--- src/rtl/load_scheduler_pkg.sv ---
// Shared definitions for the load scheduler: channel indices, per-channel FSM
// encodings and counter sizing helpers.
package load_scheduler_pkg;

  localparam int N_CH     = 5;
  localparam int CH_HEAT  = 0;
  localparam int CH_COOL  = 1;
  localparam int CH_PUMP  = 2;
  localparam int CH_SPRNK = 3;
  localparam int CH_EXT   = 4;

  typedef enum logic [1:0] {
    ST_OFF    = 2'b00,
    ST_ON_MIN = 2'b01,
    ST_ON     = 2'b10,
    ST_COOL   = 2'b11
  } chan_state_e;

  function automatic int clog2(input int v);
    int r;
    r = 0;
    while ((1 << r) < v) r++;
    return r;
  endfunction

  // Counter holds values up to max(a,b)-1; never narrower than one bit.
  function automatic int cnt_width(input int a, input int b);
    int m;
    m = (a > b) ? a : b;
    return (clog2(m) < 1) ? 1 : clog2(m);
  endfunction

endpackage

--- src/rtl/load_scheduler_if.sv ---
// Request/grant bundle between the utility controllers and the load scheduler.
interface load_scheduler_if
  import load_scheduler_pkg::*;
#(
  parameter int N_REQ = N_CH
);
  logic [N_REQ-1:0] req;
  logic [N_REQ-1:0] prio;
  logic             fire;
  logic [N_REQ-1:0] grant;
  logic [2:0]       n_on;
  logic [N_REQ-1:0] denied;
  logic             shed;

  modport master (output req, prio, fire, input grant, n_on, denied, shed);
  modport slave  (input req, prio, fire, output grant, n_on, denied, shed);
endinterface

--- src/rtl/load_scheduler_lsch_channel.sv ---
// One load channel: OFF -> ON_MIN -> ON -> COOL -> OFF with a shared down-counter
// for minimum on-time and restart cooldown.
module lsch_channel
  import load_scheduler_pkg::*;
#(
  parameter int MIN_ON   = 8,
  parameter int COOLDOWN = 4
) (
  input  logic clk,
  input  logic reset,
  input  logic pick_i,
  input  logic fire_i,
  input  logic req_i,
  output logic grant_o,
  output logic eligible_o
);
  localparam int            CW        = cnt_width(MIN_ON, COOLDOWN);
  localparam logic [CW-1:0] MIN_LOAD  = CW'(MIN_ON - 1);
  localparam logic [CW-1:0] COOL_LOAD = CW'(COOLDOWN - 1);

  chan_state_e   state_q, state_d;
  logic [CW-1:0] cnt_q, cnt_d;
  logic          grant_q, grant_d;

  // NOTE: state registers use non-blocking assignments so every flop samples
  // the pre-edge values, independent of process ordering.
  always_ff @(posedge clk or posedge reset) begin
    if (reset) begin
      state_q <= ST_OFF;
      cnt_q   <= '0;
      grant_q <= 1'b0;
    end else begin
      state_q <= state_d;
      cnt_q   <= cnt_d;
      grant_q <= grant_d;
    end
  end

  // NOTE: every output of this block gets a default first, so no path can
  // leave a value unassigned and infer a latch.
  always_comb begin
    state_d = state_q;
    cnt_d   = cnt_q;
    unique case (state_q)
      ST_OFF: begin
        if (pick_i) begin
          state_d = ST_ON_MIN;
          cnt_d   = MIN_LOAD;
        end
      end
      ST_ON_MIN: begin
        // Last min-on cycle releases directly if the request is gone,
        // so a dropped request holds the grant exactly MIN_ON cycles.
        if (fire_i || (cnt_q == '0 && !req_i)) begin
          state_d = ST_COOL;
          cnt_d   = COOL_LOAD;
        end else if (cnt_q == '0) begin
          state_d = ST_ON;
        end else begin
          cnt_d = cnt_q - 1'b1;
        end
      end
      ST_ON: begin
        if (fire_i || !req_i) begin
          state_d = ST_COOL;
          cnt_d   = COOL_LOAD;
        end
      end
      ST_COOL: begin
        // Cooldown restarts while the alarm is active, so it runs after fire clears.
        if (fire_i) begin
          cnt_d = COOL_LOAD;
        end else if (cnt_q == '0) begin
          state_d = ST_OFF;
        end else begin
          cnt_d = cnt_q - 1'b1;
        end
      end
    endcase
    grant_d = (state_d == ST_ON_MIN) || (state_d == ST_ON);
  end

  assign grant_o    = grant_q;
  assign eligible_o = (state_q == ST_OFF) && req_i && !fire_i;

endmodule

--- src/rtl/load_scheduler.sv ---
// Load scheduler top: exclusion mask, priority/round-robin picker with a
// concurrent-load budget, fire shedding and one-cycle denied/shed pulses.
module load_scheduler
  import load_scheduler_pkg::*;
#(
  parameter int N_REQ    = N_CH,
  parameter int MAX_ON   = 2,
  parameter int MIN_ON   = 8,
  parameter int COOLDOWN = 4,
  parameter int EXCL_A   = CH_HEAT,
  parameter int EXCL_B   = CH_COOL
) (
  input logic             clk,
  input logic             reset,
  load_scheduler_if.slave bus
);
  localparam int RW = (clog2(N_REQ) < 1) ? 1 : clog2(N_REQ);

  logic [N_REQ-1:0] chan_elig, chan_grant, excl_mask, cand, hi_cand, pool, pick;
  logic [N_REQ-1:0] denied_q, denied_d;
  logic [RW-1:0]    rr_q, rr_d;
  logic             shed_q, shed_d;
  logic [2:0]       n_on;

  for (genvar g = 0; g < N_REQ; g++) begin : g_ch
    lsch_channel #(
      .MIN_ON  (MIN_ON),
      .COOLDOWN(COOLDOWN)
    ) u_ch (
      .clk       (clk),
      .reset     (reset),
      .pick_i    (pick[g]),
      .fire_i    (bus.fire),
      .req_i     (bus.req[g]),
      .grant_o   (chan_grant[g]),
      .eligible_o(chan_elig[g])
    );
  end

  always_comb begin
    n_on = '0;
    for (int i = 0; i < N_REQ; i++) n_on = n_on + 3'(chan_grant[i]);
  end

  always_comb begin
    excl_mask         = '0;
    excl_mask[EXCL_A] = chan_grant[EXCL_B];
    excl_mask[EXCL_B] = chan_grant[EXCL_A];
  end

  // High-priority candidates form their own class; round-robin within the class.
  always_comb begin : p_pick
    int   idx;
    logic found;
    cand    = chan_elig & ~excl_mask;
    hi_cand = cand & bus.prio;
    pool    = (|hi_cand) ? hi_cand : cand;
    pick    = '0;
    rr_d    = rr_q;
    found   = 1'b0;
    idx     = 0;
    if (n_on < 3'(MAX_ON)) begin
      for (int k = 0; k < N_REQ; k++) begin
        idx = int'(rr_q) + k;
        if (idx >= N_REQ) idx = idx - N_REQ;
        if (!found && pool[idx]) begin
          found     = 1'b1;
          pick[idx] = 1'b1;
          rr_d      = (idx == N_REQ - 1) ? '0 : RW'(idx + 1);
        end
      end
    end
  end

  // Exclusion-blocked requesters count as losers too.
  assign denied_d = chan_elig & ~pick;
  assign shed_d   = bus.fire && (|chan_grant);

  always_ff @(posedge clk or posedge reset) begin
    if (reset) begin
      rr_q     <= '0;
      denied_q <= '0;
      shed_q   <= 1'b0;
    end else begin
      rr_q     <= rr_d;
      denied_q <= denied_d;
      shed_q   <= shed_d;
    end
  end

  assign bus.grant  = chan_grant;
  assign bus.n_on   = n_on;
  assign bus.denied = denied_q;
  assign bus.shed   = shed_q;

endmodule

--- src/flat_wrapper.sv ---
// flat-port wrapper written by rule: the top's interface ports become plain ports
module load_scheduler_flat import load_scheduler_pkg::*;
#(
  parameter int N_REQ    = N_CH,
  parameter int MAX_ON   = 2,
  parameter int MIN_ON   = 8,
  parameter int COOLDOWN = 4,
  parameter int EXCL_A   = CH_HEAT,
  parameter int EXCL_B   = CH_COOL
)
  (clk, reset, bus_req, bus_prio, bus_fire, bus_grant, bus_n_on, bus_denied, bus_shed);
  load_scheduler_if #(.N_REQ(N_REQ)) bus_i ();
  input logic clk;
  input logic reset;
  input wire logic [$bits(bus_i.req)-1:0] bus_req;
  input wire logic [$bits(bus_i.prio)-1:0] bus_prio;
  input wire logic [$bits(bus_i.fire)-1:0] bus_fire;
  output wire logic [$bits(bus_i.grant)-1:0] bus_grant;
  output wire logic [$bits(bus_i.n_on)-1:0] bus_n_on;
  output wire logic [$bits(bus_i.denied)-1:0] bus_denied;
  output wire logic [$bits(bus_i.shed)-1:0] bus_shed;
  assign bus_i.req = bus_req;
  assign bus_i.prio = bus_prio;
  assign bus_i.fire = bus_fire;
  assign bus_grant = bus_i.grant;
  assign bus_n_on = bus_i.n_on;
  assign bus_denied = bus_i.denied;
  assign bus_shed = bus_i.shed;
  load_scheduler #(.N_REQ(N_REQ), .MAX_ON(MAX_ON), .MIN_ON(MIN_ON), .COOLDOWN(COOLDOWN), .EXCL_A(EXCL_A), .EXCL_B(EXCL_B)) u_core (.clk(clk), .reset(reset), .bus(bus_i));
endmodule
--- config.mk ---
export PLATFORM = sky130hd
export DESIGN_NAME = load_scheduler_flat
export DESIGN_NICKNAME = d
export VERILOG_FILES = /design/src/rtl/load_scheduler_pkg.sv /design/src/rtl/load_scheduler_if.sv /design/src/rtl/load_scheduler_lsch_channel.sv /design/src/rtl/load_scheduler.sv /design/src/flat_wrapper.sv
export SDC_FILE = /design/constraint.sdc
export NUM_CORES = 1
export LEC_CHECK = 0
export ABC_AREA = 1
export CAP_MARGIN = 30
export CELL_PAD_IN_SITES_DETAIL_PLACEMENT = 0
export CELL_PAD_IN_SITES_GLOBAL_PLACEMENT = 2
export CORE_MARGIN = 2
export CORE_UTILIZATION = 37
export CTS_BUF_LIST = sky130_fd_sc_hd__clkbuf_16
export CTS_CLUSTER_DIAMETER = 200
export DETAILED_ROUTE_END_ITERATION = 7
export HOLD_SLACK_MARGIN = 0.12
export PLACE_DENSITY = 0.95
export SKIP_CTS_REPAIR_TIMING = 1
export SLEW_MARGIN = 25
export SYNTH_ARGS = -nofsm -noshare
export SYNTH_HDL_FRONTEND = slang
export SYNTH_SLANG_ARGS = --single-unit
--- constraint.sdc ---
create_clock -name clk -period 6.9 [get_ports clk]
set_clock_uncertainty 0.1 [all_clocks]
set_input_delay 1.725 -clock clk [delete_from_list [all_inputs] [get_ports clk]]
set_output_delay 1.725 -clock clk [all_outputs]
set_load 0.01 [all_outputs]
# Yosys cells after proc, flatten, opt, wreduce, memory -nomap -nowiden
# Index checks and enable logic that the tools add are counted.
# word_totals
reg_bits	39
input_bits	13
out_inout_bits	14
elab_cells	304
# op_classes
add_sub_neg	23
magnitude_cmp	16
n_eq_ne	40
n_mux	129
bitwise_logic	9
reduce_logical	69
# op_table
cell	count
$mux W32	10
$eq A32 B4 Y1 const B	5
$ge A32 B1 Y1 const B	5
$lt A32 B5 Y1 const B	5
$ge A32 B4 Y1 const B	4
$sub A32 B4 Y32 const B	4
$mux W3	35
$mux W2	30
$pmux W3 S4	5
$mux W5	11
$pmux W2 S4	5
$eq A2 B2 Y1 const B	15
$logic_and A1 B1 Y1	25
$mux W1	23
$eq A2 B1 Y1 const B	10
$or A5 B5 Y5	4
$add A3 B2 Y3 const B	5
$and A5 B5 Y5	3
$bmux W1 S3	5
$demux W1 S3	5
$logic_not A3 Y1	5
$logic_or A1 B1 Y1	15
$sub A3 B1 Y3 const B	5
$reduce_and A2 Y1	6
16 further kinds	41

# Depth between registers and ports, before layout
# Gate-level depths: netlist (run 1).
# logic_depth
depth_word	32
depth_mapped	23
depth_no_buf	22

# Modules after synthesis
# A second synthesis (run 1) with hierarchy kept.
# unflattened
cells_unflattened	729
area_unflattened_um2	4603.2
# by_module_without_submodules
module	instances	cells_each	area_per_inst_um2	seq_area_each_um2
load_scheduler	1	404	2444.8	225.2
lsch_channel at u_core.g_ch[0].u_ch ...	4	63	426.7	150.1
lsch_channel at u_core.g_ch[4].u_ch	1	73	451.7	150.1

# Worst setup path after synthesis (run 1)
# No wires, ideal clock.
# synth_path
path_kind	in2reg
from	input bus_fire
to	register u_core.g_ch[2].u_ch.cnt_q[2]
setup_time_ns	0.117
arrival_ns	3.596
required_ns	6.683
setup_slack_ns	3.088
cell_stages	19
path_buffers	1
path_cell_list	buf_6 > nor2_2 > nand4_1 > nand2_1 > inv_2 > nand2_2 > nand2_1 > nand3_2 > nand3_4 > nand3_4 > nand3_4 > nor2_8 > nand3_1 > nand3_1 > nand2_2 > nand2_4 > nand2_2 > nand2_1 > nand2_1
# synth_between
elab_chain_cells	29
word_cells_on_any_way	63
cone_classes	eq/ne: 2; mux: 37; bitwise: 6; reduce/logical: 18
# synth_lines
element	line	text
start, declared	flat_wrapper.sv:17	input wire logic [$bits(bus_i.fire)-1:0] bus_fire;
$logic_not A1 Y1	load_scheduler_lsch_channel.sv:84	assign eligible_o = (state_q == ST_OFF) && req_i && !fire_i;
$logic_and A1 B1 Y1	load_scheduler_lsch_channel.sv:84	
$and A5 B5 Y5	load_scheduler.sv:55	cand = chan_elig & ~excl_mask;
$and A5 B5 Y5	load_scheduler.sv:56	hi_cand = cand & bus.prio;
$reduce_or A5 Y1	load_scheduler.sv:57	pool = (|hi_cand) ? hi_cand : cand;
$mux W5	load_scheduler.sv:57	
$bmux W1 S3	load_scheduler.sv:66	if (!found && pool[idx]) begin
$mux W1 (implied by the code) (2 in a row)	load_scheduler.sv:66	
[12 not listed]	--	
$mux W1	load_scheduler.sv:66	
$mux W1	load_scheduler.sv:62	if (n_on < 3'(MAX_ON)) begin
$logic_not A1 Y1	load_scheduler.sv:66	
$logic_and A1 B1 Y1	load_scheduler.sv:66	
$mux W5	load_scheduler.sv:66	
$mux W5	load_scheduler.sv:62	
$ne A2 B1 Y1 (no source line)	--	
$reduce_and A2 Y1 (no source line)	--	
end signal, assigned	load_scheduler_lsch_channel.sv:34	cnt_q <= cnt_d;
end, declared	load_scheduler_lsch_channel.sv:22	logic [CW-1:0] cnt_q, cnt_d;
# Parallel ways exist; a longest one is shown, timed or not. The select of a mux whose other input is x is not followed.
# A chain may end at the register's enable or synchronous reset.

# Final worst setup path (run 1)
# layout_path
from	input bus_fire
to	register u_core.g_ch[4].u_ch.grant_q
# layout_between
elab_chain_cells	31
word_cells_on_any_way	65
cone_classes	eq/ne: 2; mux: 39; bitwise: 6; reduce/logical: 18
# layout_lines
element	line	text
$logic_not A1 Y1	load_scheduler_lsch_channel.sv:84	
$logic_and A1 B1 Y1	load_scheduler_lsch_channel.sv:84	
$and A5 B5 Y5	load_scheduler.sv:55	
$and A5 B5 Y5	load_scheduler.sv:56	
$reduce_or A5 Y1	load_scheduler.sv:57	
$mux W5	load_scheduler.sv:57	
$bmux W1 S3	load_scheduler.sv:66	
$mux W1 (implied by the code) (2 in a row)	load_scheduler.sv:66	
[16 not listed]	--	
$mux W5	load_scheduler.sv:66	
$mux W5	load_scheduler.sv:62	
$mux W2	load_scheduler_lsch_channel.sv:46	if (pick_i) begin
$pmux W2 S4 (*)	load_scheduler_lsch_channel.sv:44	unique case (state_q)
via u_core.g_ch[4].u_ch.state_d[0]	load_scheduler_lsch_channel.sv:21	chan_state_e state_q, state_d;
$eq A2 B1 Y1 / $eq A2 B2 Y1 (equally long branches)	load_scheduler_lsch_channel.sv:80	grant_d = (state_d == ST_ON_MIN) || (state_d == ST_ON);
$logic_or A1 B1 Y1 (*)	load_scheduler_lsch_channel.sv:80	
via u_core.g_ch[4].u_ch.grant_d	load_scheduler_lsch_channel.sv:23	logic grant_q, grant_d;
end signal, assigned	load_scheduler_lsch_channel.sv:35	grant_q <= grant_d;
end, declared	load_scheduler_lsch_channel.sv:23	
# Mark *: on every way through the listed nets, which the timed path passes. The rest lies on a longest branch. The select of a mux whose other input is x is not followed.

==> flow_metrics.py, run 1 <==
metrics = {
    "job": {
        "cap_viol_max_count": 0,
    },
    "setup_path": {
        "slowest_stage": "clkdlybuf4s50_1",
        "crit_path_start_kind": "input port",
        "crit_family": "simple AND/OR/NAND/NOR gates",
        "crit_path_end_kind": "flip-flop",
        "worst-r2r-cell-count": 22,
        "path_cells": "clkdlybuf4s50_1 -> nor2_1 -> nand4_1 -> nand2_1 -> inv_2 -> nand2_2 -> o21ai_2 -> nand2_1 -> nand2_1 -> nand3_4 -> nand3_2 -> nor2_1 -> nor2_1 -> nand3_1 -> nand2_2 -> nand2_2 -> xor2_2",
        "reg2reg_from": "u_core.rr_q[0]",
        "cp.buffers_inverters": 2,
        "rrSetupSlack_ps": 2270,
        "path_max_fanout": 16,
        "setup.worst_path.start": "bus_fire",
        "arrival_ps": 4950,
        "r2r-end": "u_core.g_ch[0].u_ch.cnt_q[1]",
        "cp_slowest_stage_delay_ps": 910,
        "cp.required_ps": 6960,
        "critPathKind": "input port to flip-flop",
    },
    "synth": {
        "synth_seq_cells": 39,
        "postSynthCellCount": 697,
        "yosysSeqAreaShare_pct": 20.8,
        "synth_edf_count": 0,
        "syn-num-nets": 753,
        "avgSynthCellArea_um2": 6.72,
        "ys_warn_count": 0,
        "synth_area_leader_cell": "dfrtp_1",
        "netlist.area_leader.share_pct": 20.8,
        "synth.distinct_cells": 53,
        "synthFlopType": "dfrtp_1",
        "netlist_top_cells_area": "dfrtp_1 (21%), nand2_1 (14%), ha_1 (11%)",
        "async_flop_share_pct": 100,
        "netlist_area_um2": 4690,
    },
    "die": {
        "start_util_pct": 37.4,
        "io_pins": 27,
        "core_um2": 12500,
        "die_w_um": 117,
        "die_h_um": 117,
        "die_area_um2": 13600,
        "rows": 41,
    },
    "global_route": {
        "grt_pass1_wl_um": 19900,
        "grt.overflow.total": 0,
        "antenna_found_initial": 0,
        "grt_max_degree": 40,
        "grt_pass1_vias": 4167,
        "grt_usage_pct": 18.4,
    },
    "route": {
        "antenna_left": 0,
        "vias_per_cell": 4.93,
        "drt_iter0_markers": 203,
        "dr_total_vias": 4402,
        "drt_first_pass_iters": 5,
        "routed_wl_um": 11900,
        "route.detailed.drc": 0,
        "post_drt_wl_per_cell_um": 13.3,
    },
    "placement": {
        "port_buffers": 26,
        "place_congestion": 0.916,
        "dpl_cell_area_um2": 5080,
        "dp_hpwl_um": 9790,
    },
    "sta": {
        "period_minus_slack_ps": 4900,
        "tns_ps": 0,
        "fmax_mhz": 204,
        "fin_crit_sh_pct": 71.0,
        "hold_viol": 0,
        "slew_headroom_pct": 37.8,
        "rsz0062_at_grt": "false",
        "slew_violations": 0,
        "final-setup-viol-count": 0,
        "tightest_slew_ps": 934,
    },
    "hold_path": {
        "hp-start": "u_core.g_ch[3].u_ch.cnt_q[1]",
        "hold_end": "u_core.g_ch[3].u_ch.cnt_q[1]",
        "min_path_cells": 2,
        "worstHoldPathType": "flip-flop to flip-flop",
    },
    "run_status": {
        "outcome": "completed",
    },
    "clock_network": {
        "path_clk_slew_ps": 60,
        "cts_htree_levels": 2,
        "clkSinkCount": 39,
        "clockBufferDepth": 2,
        "cts_made_buffers": 5,
        "cts_tree": "built",
        "insertion_delay_ps": 290,
        "cts-root-buf": "clkbuf_16",
    },
    "cells_and_area": {
        "drive_gt1_share_pct": 11.5,
        "area_growth_syn_to_layout_pct": 12.0,
        "fillers": 1353,
        "final_nets": 776,
        "n_antenna_cell": 0,
        "design_area_um2": 5250,
    },
}
==> layout make-up <==
| cell class | instances | area (um^2) | share of cell area, % |
|---|---|---|---|
| multi-input combinational | 534 | 3200 | 60.9 |
| sequential | 39 | 976 | 18.6 |
| inverter | 113 | 427 | 8.13 |
| timing repair buffer | 27 | 268 | 5.10 |
| tap | 172 | 215 | 4.10 |
| clock buffer | 5 | 125 | 2.38 |
| clock inverter | 3 | 42.5 | 0.810 |
==> registers in the layout, summed over array words and instances, names as in the netlist <==
register and flops:
u_core.bus.shed 1, u_core.bus.denied 5, u_core.rr_q 3, u_core.g_ch.u_ch.state_q 10
u_core.g_ch.u_ch.grant_o 5, u_core.g_ch.u_ch.cnt_q 15
==> cell usage in the layout, fill, tap and decap left out, types with 6 or more instances in the layout <==
cell type        count
nand2_1            171
o21ai_1              6
dfrtp_1             39
nand2_2             17
ha_1                40
nor3_1               7
inv_1              103
clkdlybuf4s50_1     26
o21ai_0             13
xor2_1               9
nor2_1              75
a21oi_1             15
nand3_1             88
inv_2                8
nand4_1              7
nor2_2              11
o211ai_1             6
nand3_2              6
==> kinds of logic (layout without fill, tap and decap cells) <==
kind of cell | count (synthesis) | after routing | share of synthesized area (%)
flops | 39 | 39 | 20.8
compound gates | 74 | 74 | 11.0
buf+inv | 124 | 148 | 11.0
simple gates | 402 | 402 | 41.2
xor+xnor | 15 | 15 | 4.08
fa+ha+maj | 43 | 43 | 12.0
==> worst reg2reg max path, delay by kind of cell, from the launching register on <==
kind | cells | cell delay [ps]
flip-flops | 1 | 950
adder cells (fa/ha/maj) | 2 | 860
buffers and inverters | 4 | 750
AND/OR/NAND/NOR | 16 | 1860
==> routing by layer <==
metal | share of wire [%] | GRT usage, % | up-vias | wire length [um]
li1 | - | - | 2298 | -
met2 | 48 | 32.4 | 58 | 5740
met5 | 0 | 0 | - | 0
met3 | 2.7 | 1.87 | 10 | 320
met4 | 0.98 | 3.69 | 0 | 116
met1 | 48 | 24.5 | 2036 | 5700
==> Yosys cell counts (7+ instances only) <==
cell,n
ha_1,40
nand3_1,88
dfrtp_1,39
nor3_1,7
inv_1,103
nand2_2,17
inv_2,8
nand4_1,7
o21ai_0,13
xor2_1,9
a21oi_1,15
nand2_1,171
nor2_1,75
nor2_2,11
==> stage by stage <==
step | hold slack (ps) | setup WS (ps) | utilization [%] | std cells
global route | 430 | 1710 | 41.9 | 893
floorplan | 357 | 3090 | - | 697
CTS | 401 | 2050 | 41.9 | 893
finish | 399 | 2000 | 41.9 | 893
detailed placement | 387 | 1760 | 40.6 | 885
global placement | 380 | 1780 | 40.6 | 885
==> worst max-delay path by stage <==
| stage | cells after the start | slack, ps | to |
|---|---|---|---|
| after floorplan | 19 | 3090 | u_core.g_ch[2].u_ch.cnt_q[2] |
| after global placement | 17 | 1780 | u_core.g_ch[4].u_ch.grant_o |
| after detailed placement | 17 | 1760 | u_core.g_ch[4].u_ch.grant_o |
| after CTS | 17 | 2050 | u_core.g_ch[4].u_ch.grant_o |
| after global routing | 19 | 1710 | u_core.g_ch[2].u_ch.cnt_q[2] |
| final | 17 | 2000 | u_core.g_ch[4].u_ch.grant_o |
Power of run 1 is not shown: default switching activity piles up to over one toggle a cycle in this logic, so the estimate is an artifact.
==> run 2: changes to the inputs <==
--- a/config.mk
+++ b/config.mk
@@ -10,12 +10,12 @@
 export CELL_PAD_IN_SITES_DETAIL_PLACEMENT = 0
 export CELL_PAD_IN_SITES_GLOBAL_PLACEMENT = 2
 export CORE_MARGIN = 2
-export CORE_UTILIZATION = 37
+export CORE_UTILIZATION = 35
 export CTS_BUF_LIST = sky130_fd_sc_hd__clkbuf_16
 export CTS_CLUSTER_DIAMETER = 200
 export DETAILED_ROUTE_END_ITERATION = 7
 export HOLD_SLACK_MARGIN = 0.12
-export PLACE_DENSITY = 0.95
+export PLACE_DENSITY = 0.94
 export SKIP_CTS_REPAIR_TIMING = 1
 export SLEW_MARGIN = 25
 export SYNTH_ARGS = -nofsm -noshare
==> constraint.sdc (replaced) <==
create_clock -name clk -period 4.6 [get_ports clk]
set_clock_uncertainty 0.1 [all_clocks]
set_input_delay 1.15 -clock clk [delete_from_list [all_inputs] [get_ports clk]]
set_output_delay 1.15 -clock clk [all_outputs]
set_load 0.01 [all_outputs]
==> run 2 against run 1 <==
Effect of this change:
- sequential cell count stayed put
- cell count is 1.1% higher
- sequential share of layout area is 0.084 points lower
- via count is 1.9% higher
- register-to-register slack worse by 1300 ps
- wire length is 2.5% higher
- critical path depth is 8 lower
- clock-buffer cell count stayed put
==> flow_metrics.py, run 2 (same netlist as run 1, synthesis figures left out) <==
metrics = {
    "clock_network": {
        "path_clk_slew_ps": 60,
        "cts_tree": "built",
        "cts-root-buf": "clkbuf_16",
        "cts_made_buffers": 5,
        "clockBufferDepth": 2,
        "insertion_delay_ps": 280,
        "cts_htree_levels": 2,
        "clkSinkCount": 39,
    },
    "route": {
        "drt_first_pass_iters": 5,
        "routed_wl_um": 12200,
        "post_drt_wl_per_cell_um": 13.5,
        "drt_iter0_markers": 256,
        "antenna_left": 0,
        "vias_per_cell": 4.97,
        "route.detailed.drc": 0,
        "dr_total_vias": 4487,
    },
    "setup_path": {
        "arrival_ps": 2850,
        "rrSetupSlack_ps": 960,
        "path_max_fanout": 4,
        "crit_path_end_kind": "output pin",
        "cp.required_ps": 3350,
        "crit_path_start_kind": "flip-flop",
        "critPathKind": "flip-flop to output pin",
    },
    "global_route": {
        "antenna_found_initial": 0,
        "grt_pass1_wl_um": 20800,
        "grt_usage_pct": 17.7,
        "grt_max_degree": 21,
        "grt.overflow.total": 0,
        "grt_pass1_vias": 4475,
    },
    "die": {
        "die_h_um": 120,
        "core_um2": 13100,
        "io_pins": 27,
        "die_w_um": 120,
        "start_util_pct": 35.7,
        "rows": 42,
        "die_area_um2": 14300,
    },
    "run_status": {
        "outcome": "completed",
    },
    "placement": {
        "dp_hpwl_um": 10100,
        "place_congestion": 0.909,
        "dpl_cell_area_um2": 5130,
        "port_buffers": 26,
    },
    "cells_and_area": {
        "largest_reg_flops": 15,
        "largest_registers": "u_core.g_ch.u_ch.cnt_q (15), u_core.g_ch.u_ch.state_q (10)",
        "n_antenna_cell": 0,
        "max_flop_register": "u_core.g_ch.u_ch.cnt_q",
        "design_area_um2": 5270,
        "area_growth_syn_to_layout_pct": 12.5,
        "drive_gt1_share_pct": 12.1,
        "final_nets": 782,
        "layout_commonest_cell": "nand2_1",
        "mostFrequentLayoutCells": "nand2_1 (171), inv_1 (104), nand3_1 (88)",
    },
    "sta": {
        "period_minus_slack_ps": 4100,
        "final-setup-viol-count": 0,
        "slew_headroom_pct": 50.3,
        "fmax_mhz": 244,
        "hold_viol": 0,
        "tns_ps": 0,
        "tightest_slew_ps": 745,
        "slew_violations": 0,
        "rsz0062_at_grt": "false",
        "fin_crit_sh_pct": 89.2,
    },
    "hold_path": {
        "worstHoldPathType": "flip-flop to flip-flop",
    },
    "job": {
        "cap_viol_max_count": 0,
    },
}
run 2: area by class of cell:
cell class,instances,area (um^2)
fillers,1404,7860
multi-input cells,534,3200
flip-flops and latches,39,976
inverters,113,427
repair buffers,33,313
well taps,176,220
clock buffers,5,125
clock inverters,3,16.3
run 2: final timing paths:
check | from | endpoint | cells after the start
worst max-delay path | u_core.g_ch[1].u_ch.grant_o | bus_n_on[1] | 9
worst min-delay path | u_core.g_ch[2].u_ch.cnt_q[1] | u_core.g_ch[2].u_ch.cnt_q[1] | 2
worst max register to register | u_core.rr_q[0] | u_core.g_ch[2].u_ch.cnt_q[2] | 22
worst min register to register | u_core.g_ch[2].u_ch.cnt_q[1] | u_core.g_ch[2].u_ch.cnt_q[1] | 2
max in group asynchronous | reset | u_core.g_ch[4].u_ch.cnt_q[2] | 3
min in group asynchronous | reset | u_core.g_ch[3].u_ch.cnt_q[1] | 2
run 2: critical path, stage by stage (launching register included):
cell and delay (ps):
dfrtp_1 450, ha_1 310, inv_1 40, fa_1 470, inv_1 40, ha_1 170, inv_1 60, fa_1 430
inv_1 70, clkdlybuf4s50_1 530
run 2: metrics by stage:
stage                     setup slack [ps]  hold slack, ps  std cells  util (%)
after floorplan                       1360             357        697         -
after global placement                 226             380        895      39.1
after detailed placement               227             388        895      39.1
after CTS                              473             402        903      40.1
after global routing                   219             420        903      40.1
final                                  496             398        903      40.1
run 2: per-layer routing:
layer | track usage, % | part of all wire, %
met1 | 22.9 | 46
met2 | 30.3 | 48
met3 | 3.47 | 4.3
met4 | 4.49 | 1.3
met5 | 0 | 0
Power of run 2 is left out for the same reason.
